<file path="src/rtl/multdiv_sequencer.sv">
// multdiv_sequencer: issue/handshake controller between the execute stage and the
// iterative divider / multiplier engines, with request screening and a run watchdog.
module multdiv_sequencer #(
  parameter int MAX_CYCLES = 40
) (
  input  logic        clock,
  input  logic        reset,
  input  logic        ctrl_MULT,
  input  logic        ctrl_DIV,
  input  logic [31:0] data_operandA,
  input  logic [31:0] data_operandB,
  output logic [31:0] data_result,
  output logic        data_exception,
  output logic        data_resultRDY,
  output logic        busy,
  output logic [31:0] div_A,
  output logic [31:0] div_B,
  output logic        div_start,
  input  logic [31:0] div_out,
  input  logic        div_exp,
  input  logic        div_ready,
  output logic [31:0] mult_A,
  output logic [31:0] mult_B,
  output logic        mult_start,
  input  logic [31:0] mult_out,
  input  logic        mult_exp,
  input  logic        mult_ready
);

  localparam logic [1:0] S_IDLE    = 2'd0;
  localparam logic [1:0] S_DIV_RUN = 2'd1;
  localparam logic [1:0] S_MUL_RUN = 2'd2;
  localparam logic [1:0] S_DONE    = 2'd3;

  localparam logic [5:0] CNT_LAST = 6'(MAX_CYCLES - 1);

  logic [1:0]  state_q,  state_d;
  logic [5:0]  cnt_q,    cnt_d;
  logic [31:0] opa_q,    opa_d;
  logic [31:0] opb_q,    opb_d;
  logic [31:0] result_q, result_d;
  logic        exc_q,    exc_d;
  logic        rdy_q,    rdy_d;
  logic        busy_q,   busy_d;

  // Divisor of zero cannot be handed to the divider.
  function automatic logic is_div_by_zero(input logic [31:0] b);
    return (b == 32'h0000_0000);
  endfunction

  // The single signed quotient that does not fit in 32 bits: INT_MIN / -1.
  function automatic logic is_div_overflow(input logic [31:0] a, input logic [31:0] b);
    return (a == 32'h8000_0000) && (b == 32'hFFFF_FFFF);
  endfunction

  // Next-state, operand latch and result capture decode.
  always_comb begin
    state_d  = state_q;
    cnt_d    = cnt_q;
    opa_d    = opa_q;
    opb_d    = opb_q;
    result_d = result_q;
    exc_d    = exc_q;
    case (state_q)
      S_IDLE, S_DONE: begin
        if (ctrl_DIV && ctrl_MULT) begin
          state_d  = S_DONE;
          result_d = 32'h0000_0000;
          exc_d    = 1'b1;
        end else if (ctrl_DIV && is_div_by_zero(data_operandB)) begin
          state_d  = S_DONE;
          result_d = 32'h0000_0000;
          exc_d    = 1'b1;
        end else if (ctrl_DIV && is_div_overflow(data_operandA, data_operandB)) begin
          state_d  = S_DONE;
          result_d = 32'h8000_0000;
          exc_d    = 1'b1;
        end else if (ctrl_DIV) begin
          state_d = S_DIV_RUN;
          cnt_d   = 6'd0;
          opa_d   = data_operandA;
          opb_d   = data_operandB;
        end else if (ctrl_MULT) begin
          state_d = S_MUL_RUN;
          cnt_d   = 6'd0;
          opa_d   = data_operandA;
          opb_d   = data_operandB;
        end else begin
          state_d = S_IDLE;
        end
      end
      S_DIV_RUN: begin
        cnt_d = cnt_q + 6'd1;
        if (div_ready) begin
          state_d  = S_DONE;
          result_d = div_out;
          exc_d    = div_exp;
        end else if (cnt_q == CNT_LAST) begin
          state_d  = S_DONE;
          result_d = 32'h0000_0000;
          exc_d    = 1'b1;
        end else begin
          state_d = S_DIV_RUN;
        end
      end
      S_MUL_RUN: begin
        cnt_d = cnt_q + 6'd1;
        if (mult_ready) begin
          state_d  = S_DONE;
          result_d = mult_out;
          exc_d    = mult_exp;
        end else if (cnt_q == CNT_LAST) begin
          state_d  = S_DONE;
          result_d = 32'h0000_0000;
          exc_d    = 1'b1;
        end else begin
          state_d = S_MUL_RUN;
        end
      end
      default: begin
        state_d = S_IDLE;
      end
    endcase
    rdy_d  = (state_d == S_DONE);
    busy_d = (state_d == S_DIV_RUN) || (state_d == S_MUL_RUN);
  end

  // State and output registers.
  always_ff @(posedge clock or posedge reset) begin
    if (reset) begin
      state_q  <= S_IDLE;
      cnt_q    <= 6'd0;
      opa_q    <= 32'h0000_0000;
      opb_q    <= 32'h0000_0000;
      result_q <= 32'h0000_0000;
      exc_q    <= 1'b0;
      rdy_q    <= 1'b0;
      busy_q   <= 1'b0;
    end else begin
      state_q  <= state_d;
      cnt_q    <= cnt_d;
      opa_q    <= opa_d;
      opb_q    <= opb_d;
      result_q <= result_d;
      exc_q    <= exc_d;
      rdy_q    <= rdy_d;
      busy_q   <= busy_d;
    end
  end

  // Start pulses only in the first run cycle; both engines share the operand latch.
  assign div_start  = (state_q == S_DIV_RUN) && (cnt_q == 6'd0);
  assign mult_start = (state_q == S_MUL_RUN) && (cnt_q == 6'd0);
  assign div_A      = opa_q;
  assign div_B      = opb_q;
  assign mult_A     = opa_q;
  assign mult_B     = opb_q;

  assign data_result    = result_q;
  assign data_exception = exc_q;
  assign data_resultRDY = rdy_q;
  assign busy           = busy_q;

  multdiv_sequencer_checker u_checker (
    .clock          (clock),
    .reset          (reset),
    .div_start      (div_start),
    .mult_start     (mult_start),
    .busy           (busy),
    .data_resultRDY (data_resultRDY)
  );

endmodule

// multdiv_sequencer_checker: handshake invariants of the sequencer outputs.
module multdiv_sequencer_checker (
  input logic clock,
  input logic reset,
  input logic div_start,
  input logic mult_start,
  input logic busy,
  input logic data_resultRDY
);

  a_one_start: assert property (@(posedge clock) disable iff (reset)
    !(div_start && mult_start));

  a_rdy_not_busy: assert property (@(posedge clock) disable iff (reset)
    !(data_resultRDY && busy));

  a_div_start_busy: assert property (@(posedge clock) disable iff (reset)
    div_start |-> busy);

  a_mult_start_busy: assert property (@(posedge clock) disable iff (reset)
    mult_start |-> busy);

endmodule

</file>
<file path="config.mk">
export PLATFORM = sky130hd
export DESIGN_NAME = multdiv_sequencer
export DESIGN_NICKNAME = d
export VERILOG_FILES = /design/src/rtl/multdiv_sequencer.sv
export SDC_FILE = /design/constraint.sdc
export NUM_CORES = 1
export LEC_CHECK = 0
export ABC_AREA = 1
export BUFFER_PORTS_ARGS = -buffer_cell sky130_fd_sc_hd__buf_4
export CAP_MARGIN = 20
export CORE_MARGIN = 4
export CORE_UTILIZATION = 43
export DETAILED_ROUTE_END_ITERATION = 10
export PLACE_DENSITY = 0.78
export SLEW_MARGIN = 5
export SYNTH_ARGS = -nofsm -noshare
export SYNTH_HDL_FRONTEND = slang
export SYNTH_SLANG_ARGS = --single-unit
</file>
<file path="constraint.sdc">
create_clock -name clock -period 3.65 [get_ports clock]
set_clock_uncertainty 0.2 [all_clocks]
set_input_delay 0.73 -clock clock [delete_from_list [all_inputs] [get_ports clock]]
set_output_delay 0.73 -clock clock [all_outputs]
set_load 0.01 [all_outputs]
</file>
==> impl_metrics.toml <==
[run_status]
outcome = "completed"

[pwr]
power_density_nw_per_um2 = 788
cellLeakagePower_uw = 0.00470
peakVddDrop_mv = 0.317
finalPower_uw = 6700

[drt]
wirelength_mm = 20.6
drt_iter0_drc = 439
wire_per_inst_um = 16.4
vias = 6562
postRouteAntennaNets = 0
avgViaCountPerCell = 5.23
drcViolationCount = 0
first_pass_iters = 5

[grt]
grtUsageTotal_pct = 23.3
antenna_found_initial = 0
overflow = 0
grt_pass1_vias = 6048
grt_first_pass_wirelength_mm = 31.3
grt_max_degree = 99

[final_layout]
nets = 1209
drive_gt1_share_pct = 30.9
syn_to_final_growth_pct = 33.5
antenna_cells = 0
final_cell_mix = "306 x buf_4, 271 x nand2_1, 154 x nand3_1"
fill_cells = 1391
final_common_cell = "buf_4"
fin_area_um2 = 8500

[synthesis]
synth-seq-cells = 107
synth_ff_type = "dfrtp_1"
synth_cell_types = 25
seq_area_frac_synth_pct = 42.0
synth_edf_count = 0
post_synth_main_area_contributors = "dfrtp_1 42%, nand2_1 16%, nand3_1 12%"
syn_area_um2 = 6370
async_flop_share_pct = 100
avgSynthCellArea_um2 = 7.36
synth_top_area_share_pct = 42.0
synthesis.nets = 1009
synth_top_area_cell = "dfrtp_1"
yosys_warnings = 0
netlist_instances = 866

[floorplanning]
dieArea_um2 = 16800
die_w_um = 130
coreArea_um2 = 14500
fp.dieH_um = 130
initial_core_util_pct = 43.8
placementRows = 44
io_pins = 301

[setup_path]
crit_type = "flip-flop to output pin"
path_cells = "inv_1 > ha_1 > buf_4 > inv_1 > nor2_1 > buf_4"
critPathMaxFanout = 36
arrival_ns = 1.72
worstPathRequired_ns = 2.72
cp_top_family = "buffers and inverters"
critical_path_buf_inv_count = 4
cp_slowest_cell = "dfrtp_1"
cp-start-kind = "flip-flop"
slowest_delay_ns = 0.39
crit_path_end_kind = "output pin"

[cts]
cts.sinks = 107
insertion_delay_ns = 0.34
root_buffer = "clkbuf_16"
htreeDepth = 3
cts.reportedPaths.clkPinSlew_ns = 0.07
cts_resized = 0
cts_hold_buf = 0
cts_tree = "done"
numCtsBuffers = 9
clockBufferDepth = 2
cts_setup_buffers = 0

[place]
portBuffers = 300
hpwl_mm = 14.8
place.gp.congestion = 0.874
dpl_cell_area_um2 = 8180

[timing]
hold_viol_final = 0
slew_headroom_pct = 50.0
period_share_pct = 72.5
period_minus_slack_ns = 2.65
slew_viol_final = 0
fmax_mhz = 378
setup_tns_ns = 0
worstMarginPinSlew_ns = 0.750
finalSetupViolCount = 0
rsz0062_at_grt = "no"

[min_path]
hold_path.class = "primary input to async pin"

[flow_run]
drv_cap = 0
synthesized netlist by cell type, types with 4 or more instances:
master    count
clkbuf_1     27
nor2_1       53
inv_1        48
o21ai_0       4
nand4_1      79
buf_1         6
ha_1          7
nand3_1     154
nor3_1        4
dfrtp_1     107
buf_4        64
buf_2        16
nand2_1     272
buf_6         9
logic make-up after synthesis:
kind of cell    Yosys count  share of synthesized area, %
buf+inv                 172                          15.3
xor+xnor                  1                         0.138
flops                   107                          42.0
simple gates            570                          40.3
fa+ha+maj                 7                          1.37
compound gates            9                         0.845
per-stage QoR:
step                      util, %  std cells  setup slack, ns  hold WS (ns)
final                        58.5       1255             1.00        0.0960
after global routing         58.5       1255            0.913        0.0942
after CTS                    58.3       1253            0.989         0.300
after detailed placement     56.3       1237            0.852         0.284
after global placement       56.3       1237            0.901         0.279
after floorplan                 -        866             1.37         0.313
flip-flops by register name (all words and copies together) (netlist names):
name	flops
data_result	32
div_A	32
div_B	32
cnt_q	6
state_q	2
busy	1
data_exception	1
data_resultRDY	1
layer usage:
| metal | routed length, um | track usage [%] |
|---|---|---|
| met1 | 7840 | 29.1 |
| met2 | 10200 | 39.2 |
| met3 | 2160 | 7.25 |
| met4 | 416 | 6.60 |
| met5 | 0 | 0 |
power by group:
group / leakage [uW] / total [uW] / switching (uW) / internal [uW]
registers: 0.00136 / 2080 / 409 / 1680
logic: 0.00319 / 3640 / 2040 / 1600
clock network: 0.000141 / 970 / 418 / 552
path summary, 6_finish.rpt:
check	startpoint	endpoint	slack (ns)	cells after the start
setup / recovery	state_q[1]	div_start	1.00	6
hold / removal	reset	data_result[26]	0.1	2
setup reg to reg	state_q[0]	data_result[31]	1.32	10
hold reg to reg	div_B[19]	div_B[19]	0.29	2
max in group asynchronous	reset	div_A[3]	2.46	4
min in group clock	div_B[19]	div_B[19]	0.29	2
cell type report:
cell class,instances,area (um^2),share of cell area [%]
clock buffer,14,254,2.99
inverter,50,191,2.25
sequential,107,2680,31.5
clock inverter,2,35.0,0.412
tap,184,230,2.71
timing repair buffer,311,2390,28.1
multi-input combinational,587,2720,32.0
No activity file was read; power rests on OpenSTA's default activity.
